===== src/rtl/univ_shftreg_pkg.sv =====
// Shared definitions for the universal shift register: mode encodings,
// burst FSM states and the shift-mode classifier.
package univ_shftreg_pkg;

  localparam logic [2:0] MODE_HOLD = 3'b000;
  localparam logic [2:0] MODE_SHR  = 3'b001;
  localparam logic [2:0] MODE_SHL  = 3'b010;
  localparam logic [2:0] MODE_LOAD = 3'b011;
  localparam logic [2:0] MODE_ROR  = 3'b100;
  localparam logic [2:0] MODE_ROL  = 3'b101;
  localparam logic [2:0] MODE_ASR  = 3'b110;
  localparam logic [2:0] MODE_ZERO = 3'b111;

  typedef enum logic {
    ST_IDLE = 1'b0,
    ST_RUN  = 1'b1
  } state_e;

  // Modes that move bits one position; only these may start a burst.
  function automatic logic is_shift_mode(input logic [2:0] mode);
    return (mode == MODE_SHR) || (mode == MODE_SHL) || (mode == MODE_ROR) ||
           (mode == MODE_ROL) || (mode == MODE_ASR);
  endfunction

endpackage


===== src/rtl/univ_shftreg_shft_next.sv =====
// Combinational next-value generator: given an operation and the current
// register contents, produce the value the register takes on the next edge.
module shft_next
  import univ_shftreg_pkg::*;
#(
  parameter int WIDTH = 8
) (
  input  logic [2:0]       mode,
  input  logic [WIDTH-1:0] d,
  input  logic [WIDTH-1:0] inp,
  input  logic             in_sr,
  input  logic             in_sl,
  output logic [WIDTH-1:0] d_next
);

  // Decode the operation into the next register value.
  always_comb begin
    d_next = d;
    case (mode)
      MODE_HOLD: d_next = d;
      MODE_SHR:  d_next = {in_sr, d[WIDTH-1:1]};
      MODE_SHL:  d_next = {d[WIDTH-2:0], in_sl};
      MODE_LOAD: d_next = inp;
      MODE_ROR:  d_next = {d[0], d[WIDTH-1:1]};
      MODE_ROL:  d_next = {d[WIDTH-2:0], d[WIDTH-1]};
      MODE_ASR:  d_next = {d[WIDTH-1], d[WIDTH-1:1]};
      MODE_ZERO: d_next = '0;
      default:   d_next = d;
    endcase
  end

endmodule


===== src/rtl/univ_shftreg.sv =====
// Universal shift register with an autonomous WIDTH-shift burst engine.
// In IDLE the register follows MODE; a START with a shift mode latches that
// mode and runs exactly WIDTH shifts, then pulses DONE for one cycle.
module univ_shftreg
  import univ_shftreg_pkg::*;
#(
  parameter int WIDTH = 8
) (
  input  logic             CLK,
  input  logic             Clear,
  input  logic             EN,
  input  logic [2:0]       MODE,
  input  logic [WIDTH-1:0] InP,
  input  logic             InSR,
  input  logic             InSL,
  input  logic             START,
  output logic [WIDTH-1:0] D,
  output logic             OutSR,
  output logic             OutSL,
  output logic             BUSY,
  output logic             DONE
);

  // Burst counter must hold the value WIDTH itself.
  localparam int CW = $clog2(WIDTH + 1);

  state_e           state_q, state_d;
  logic [CW-1:0]    cnt_q, cnt_d;
  logic [2:0]       burst_mode_q, burst_mode_d;
  logic [WIDTH-1:0] d_q, d_d;
  logic             done_q, done_d;

  logic [2:0]       op_mode;
  logic [WIDTH-1:0] d_next;

  // While a burst runs the latched mode drives the datapath, MODE is ignored.
  always_comb begin
    op_mode = MODE;
    if (state_q == ST_RUN) op_mode = burst_mode_q;
  end

  shft_next #(
    .WIDTH (WIDTH)
  ) u_shft_next (
    .mode   (op_mode),
    .d      (d_q),
    .inp    (InP),
    .in_sr  (InSR),
    .in_sl  (InSL),
    .d_next (d_next)
  );

  // Next-state, counter, burst-mode and data decode; DONE self-clears.
  always_comb begin
    state_d      = state_q;
    cnt_d        = cnt_q;
    burst_mode_d = burst_mode_q;
    d_d          = d_q;
    done_d       = 1'b0;
    if (EN) begin
      case (state_q)
        ST_IDLE: begin
          if (START && is_shift_mode(MODE)) begin
            // Accepting the burst is not itself a shift; D holds this edge.
            state_d      = ST_RUN;
            burst_mode_d = MODE;
            cnt_d        = CW'(WIDTH);
          end else begin
            d_d = d_next;
          end
        end
        ST_RUN: begin
          d_d   = d_next;
          cnt_d = cnt_q - CW'(1);
          if (cnt_q == CW'(1)) begin
            state_d = ST_IDLE;
            done_d  = 1'b1;
          end
        end
        default: state_d = ST_IDLE;
      endcase
    end
  end

  // State register; Clear aborts any burst without producing DONE.
  always_ff @(posedge CLK) begin
    if (Clear) begin
      state_q      <= ST_IDLE;
      cnt_q        <= '0;
      burst_mode_q <= MODE_HOLD;
      d_q          <= '0;
      done_q       <= 1'b0;
    end else begin
      state_q      <= state_d;
      cnt_q        <= cnt_d;
      burst_mode_q <= burst_mode_d;
      d_q          <= d_d;
      done_q       <= done_d;
    end
  end

  assign D     = d_q;
  assign OutSR = d_q[0];
  assign OutSL = d_q[WIDTH-1];
  assign BUSY  = (state_q == ST_RUN);
  assign DONE  = done_q;

endmodule


===== config.mk =====
export PLATFORM = sky130hd
export DESIGN_NAME = univ_shftreg
export DESIGN_NICKNAME = d
export VERILOG_FILES = /design/src/rtl/univ_shftreg_pkg.sv /design/src/rtl/univ_shftreg_shft_next.sv /design/src/rtl/univ_shftreg.sv
export SDC_FILE = /design/constraint.sdc
export NUM_CORES = 1
export LEC_CHECK = 0
export BUFFER_PORTS_ARGS = -buffer_cell sky130_fd_sc_hd__buf_2
export CAP_MARGIN = 15
export CORE_MARGIN = 8
export CORE_UTILIZATION = 50
export CTS_BUF_LIST = sky130_fd_sc_hd__clkbuf_16
export CTS_CLUSTER_SIZE = 14
export DETAILED_ROUTE_END_ITERATION = 10
export PLACE_DENSITY = 0.76
export SLEW_MARGIN = 5
export SYNTH_ARGS = -nofsm -noshare
export SYNTH_HDL_FRONTEND = slang
export SYNTH_SLANG_ARGS = --single-unit

===== constraint.sdc =====
create_clock -name CLK -period 3.5 [get_ports CLK]
set_clock_uncertainty 0.05 [all_clocks]
set_input_delay 1.05 -clock CLK [delete_from_list [all_inputs] [get_ports CLK]]
set_output_delay 1.05 -clock CLK [all_outputs]
set_load 0.01 [all_outputs]

======== Word-level counts from Yosys, hierarchy flattened ========
Index checks and enable logic that the tools add are counted.
word-level totals
  output and inout port bits .............. 12
  bits of input ports ..................... 17
  word-level logic and storage cells ...... 43
  register bits after elaboration ......... 17
operators by class
  reductions and logical operators ........ 10
  muxes and demuxes ....................... 10
  add/subtract/negate cells ............... 1
  bitwise logic cells ..................... 2
  eq/ne operators ......................... 15
operators with widths
  operator                                              number
  one-hot mux 8 bit (8 select lines)                    1
  equality test 3 bit (second input constant)           7
  one-hot mux 8 bit (2 select lines)                    1
  equality test 3 x 2 -> 1 bit (second input constant)  3
  2-to-1 mux 8 bit                                      1
  one-hot mux 4 bit (2 select lines)                    1
  equality test 3 x 1 -> 1 bit (second input constant)  2
  equality test 4 x 1 -> 1 bit (second input constant)  1
  logical OR 1 bit                                      4
  2-to-1 mux 4 bit                                      1
  inequality test 2 bit (second input constant)         2
  AND reduction 2 bit                                   2
  subtractor 4 x 1 -> 4 bit (second input constant)     1
  logical NOT 3 bit                                     1
  2-to-1 mux 1 bit                                      3
  2-to-1 mux 3 bit                                      1
  AND reduction 3 bit                                   1
  OR reduction 3 bit                                    1
  inverter 1 bit                                        2
  one-hot mux 1 bit (2 select lines)                    1
  logical AND 1 bit                                     1

======== Longest topological paths before layout ========
  depth in word-level cells ............... 8
  gate-level depth with buffers ........... 6

======== Hierarchy ========
From an unflattened synthesis, not the netlist that was laid out.
unflattened totals
  cell total of the unflattened synthesis .. 157
  area, all modules ....................... 1331.3 sq um
by module, submodules not included
  module        area an instance (sq um)  times used  cells each
  univ_shftreg  848.3                     1           89
  shft_next     483.0                     1           68

======== Worst setup path before layout ========
No wires, ideal clock.
  path type ............................... input -> register
  from .................................... in MODE[0]
  to ...................................... reg d_q[2], in the netlist D[2]
  data arrival time ....................... 2.092 ns
  required time ........................... 3.314 ns
  slack ................................... 1.222 ns
  stages .................................. 5
  cell sequence ........................... or3_4 > a31oi_4 > and2_4 > buf_6 > a311oi_2
between the ends
  word-level cells in the longest chain between the ends .. 8
ends and longest elaborated chain
  item                                                                                        RTL line            RTL
  start: declaration                                                                          univ_shftreg.sv:12  input logic [2:0] MODE,
  parallel branches: the longest is 8 deep, another holds one-hot mux 8 bit (8 select lines)  n/a
  end signal: assignment                                                                      univ_shftreg.sv:91  d_q <= '0;
  end signal: assignment                                                                      univ_shftreg.sv:97  d_q <= d_d;
  end: declaration                                                                            univ_shftreg.sv:30  logic [WIDTH-1:0] d_q, d_d;
Parallel ways; which one is timed is not known. The select of a mux whose other input is x is not followed.
A chain may end at the register's enable or synchronous reset.

======== Final worst setup path ========
  from .................................... reg state_q, in the netlist BUSY
  to ...................................... out BUSY
RTL lines
  item                      RTL line            RTL
  start: declaration        univ_shftreg.sv:27  state_e state_q, state_d;
  start signal: assignment  univ_shftreg.sv:94  state_q <= state_d;
  end: declaration          univ_shftreg.sv:20  output logic BUSY,
No word-level cell between the ends.

==> summary.md <==
| Metric | Value |
|---|---|
| Starting density of the core | `0.523` |
| Buffer levels on the longest clock path | `2` |
| Routed wire per std cell | `16.1 µm` |
| Share of the yosys chip area belonging to registers | `0.300` |
| Boundary pin count | `29` |
| Setup Total Neg Slack | `0 ns` |
| # resized after CTS | `0` |
| Total number of vias | `1013` |
| Residual DRC | `0` |
| Placed wire-length estimate after detailed placement | `2050 µm` |
| Via count of the first global-routing pass | `1013` |
| Max-slew violation count | `0` |
| Global-route wire length before repair | `4680 µm` |
| Startpoint Class | `register` |
| Layout-stage area growth over the synthesis result | `18.2%` |
| Worst min-delay path startpoint | `cnt_q[1]` |
| Area of the core region | `2170 µm²` |
| Final hold violations | `0` |
| Leading cell types by total area after synthesis | `sky130_fd_sc_hd__dfxtp_1 (30%), sky130_fd_sc_hd__a311oi_2 (7.9%), sky130_fd_sc_hd__mux2i_4 (7.9%), sky130_fd_sc_hd__a21oi_1 (5.3%), sky130_fd_sc_hd__a22oi_1 (4.6%)` |
| Share of final-layout standard cells stronger than drive strength 1 | `0.386` |
| 1st-iter DRT viols | `25` |
| Library cell used as clock root buffer | `sky130_fd_sc_hd__clkbuf_16` |
| Post-synthesis cell count | `114` |
| Overall global routing resource usage | `0.137` |
| Syn Nets | `133` |
| Diodes inserted | `0` |
| Worst Path Class, Setup | `register to primary output` |
| Power, Total | `591 µW` |
| Number of synthesized register bits | `17` |
| Number of I/O port buffers | `28` |
| Worst Setup End Kind | `primary output` |
| Height of the die | `63.6 µm` |
| Net count of the finished layout | `160` |
| Worst path arrival time | `1.25 ns` |
| Commonest cells after routing, fill and taps aside | `sky130_fd_sc_hd__buf_2 (28), sky130_fd_sc_hd__dfxtp_1 (17), sky130_fd_sc_hd__a21oi_1 (12)` |
| Die width | `63.6 µm` |
| Per-cell via count in the routed design | `6.03` |
| Share of the core filled with cells in the final layout | `0.618` |
| Pin count of the biggest net entering global routing | `17` |
| Maximum operating frequency | `0.426 GHz` |
| Number of antenna violations at the first check in global routing | `0` |
| Headroom to the max-slew limit | `0.547` |
| Final clock period utilization by the worst path | `0.671` |
| Post-CTS Setup Bufs | `0` |
| Most common cell after layout, fill and taps aside | `sky130_fd_sc_hd__buf_2` |
| Number of detailed-route iterations in the first pass | `4` |
| Count of buffering cells on the critical path with inverters included | `1` |
| Cell family with the largest share of critical-path delay | `flip-flops` |
| Routability Congestion | `0.808` |
| Static leakage power | `0.000520 µW` |
| Max capacitance violation total | `0` |
| Final period demand of the worst path | `2.35 ns` |
| CTS Sinks | `17` |
| Number of rows in the core area | `17` |
| Number of synthesized flops with an enable pin | `0` |
| Run status | `finished clean` |
| Post-CTS clock slew at the launch and capture registers of the worst setup and hold paths | `0.05 ns` |
| Full die area | `4050 µm²` |
| Total wire length | `2700 µm` |
| Crit-path max FO | `11` |
| Power density over cell area | `441 nW/µm²` |
| First element of the critical path | `BUSY` |
| Post-synthesis async set-or-reset flop share | `0` |
| Highest cell delay on the worst timing path | `0.75 ns` |
| Slowest stage cell, crit path | `sky130_fd_sc_hd__dfxtp_1` |
| CTS tree | `yes` |
| Class of the worst hold path | `register to register` |
| H-Tree Depth | `1` |
| Portion of synthesized cell area occupied by the leading cell type | `0.300` |
| Synthesis Warnings | `0` |
| Post-Syn Area per Cell | `9.95 µm²` |
| Worst-Skew Late Latency | `0.24 ns` |
| Post-synth top flop | `sky130_fd_sc_hd__dfxtp_1` |
| Antenna violation net count after detailed routing | `0` |
| Cell Chain, Critical Path | `buf_2` |
| Final setup viols | `0` |
| GR Overflow Total | `0` |
| Setup repair after global routing missed its margin | `false` |
| Number of buffers created by CTS | `3` |
| Hold Worst Slack | `0.452 ns` |
| Transition time of the tightest slew-check pin | `0.679 ns` |
| Area of the mapped netlist | `1130 µm²` |
| Post-synthesis cell type with the largest combined area | `sky130_fd_sc_hd__dfxtp_1` |
| Worst ir drop on vdd | `0.318 mV` |
| Required time at the endpoint of the critical path | `2.40 ns` |
| Netlist cell types | `36` |
| Number of hold-repair buffers added at the cts stage | `0` |
| R2R Path Start | `BUSY` |
## cells by family (layout without fill, tap and decap cells)
group                    Yosys count  after routing  synth area share
buffers and inverters             12             38            0.0628
AND/OR/NAND/NOR                   27             27             0.150
adder cells (fa/ha/maj)            2              2            0.0220
AO/OA/AOI/OAI                     44             44             0.304
flip-flops                        17             17             0.300
multiplexers                      12             12             0.161
## synthesized netlist by cell type, drive strengths merged (2+ instances only)
master,instances
nand3,3
a311oi,7
nand4,2
or4,2
mux2,4
nand2,4
dfxtp,17
nor2,7
ha,2
clkbuf,2
mux2i,8
or3,4
a21oi,12
o21ai,9
buf,4
inv,6
a22oi,7
a31oi,2
nor3,4
## cell type report
class                           count  area (µm²)
Fill cell                         209         828
Multi-Input combinational cell     85         723
Sequential cell                    17         340
Timing Repair Buffer               28         140
Clock buffer                        3        75.1
Tap cell                           28        35.0
Inverter                            6        22.5
Clock inverter                      1        5.00
## stage by stage
step / setup WS, ns / instance area [µm²] / cells
after global placement: 1.03 / 1260 / 164
after global routing: 1.10 / 1340 / 168
after detailed placement: 0.996 / 1260 / 164
after floorplan: 1.22 / 1130 / 114
final: 1.15 / 1340 / 168
after CTS: 1.14 / 1340 / 168
## final timing paths
path         endpoint  slack [ns]  cells past startpoint
max              BUSY        1.15                      1
min          cnt_q[1]        0.45                      2
max reg2reg      D[5]        1.36                      4
min reg2reg  cnt_q[1]        0.45                      2
## sequential cells by signal, indices dropped and copies added, names as in the netlist
signal / count
BUSY: 1
D: 8
DONE: 1
burst_mode_q: 3
cnt_q: 4
## per-layer routing
metal / GRT usage / wire length (µm)
met1: 0.172 / 1290
met2: 0.229 / 1310
met3: 0.0212 / 87
met4: 0.0501 / 15
met5: 0 / 0
## power by group
group          internal [µW]  leakage (µW)  switching [µW]
combinational           61.1      0.000340            76.4
clock                    153     0.0000409            74.9
sequential               208      0.000139            18.3
## worst reg2reg max path, cell delays in order, from the launching register on
cell,delay (ns)
sky130_fd_sc_hd__dfxtp_1,0.75
sky130_fd_sc_hd__mux2_2,0.51
sky130_fd_sc_hd__nor3_2,0.26
sky130_fd_sc_hd__o21ai_0,0.17
sky130_fd_sc_hd__a311oi_2,0.31
No activity file was read; power rests on OpenSTA's default activity.
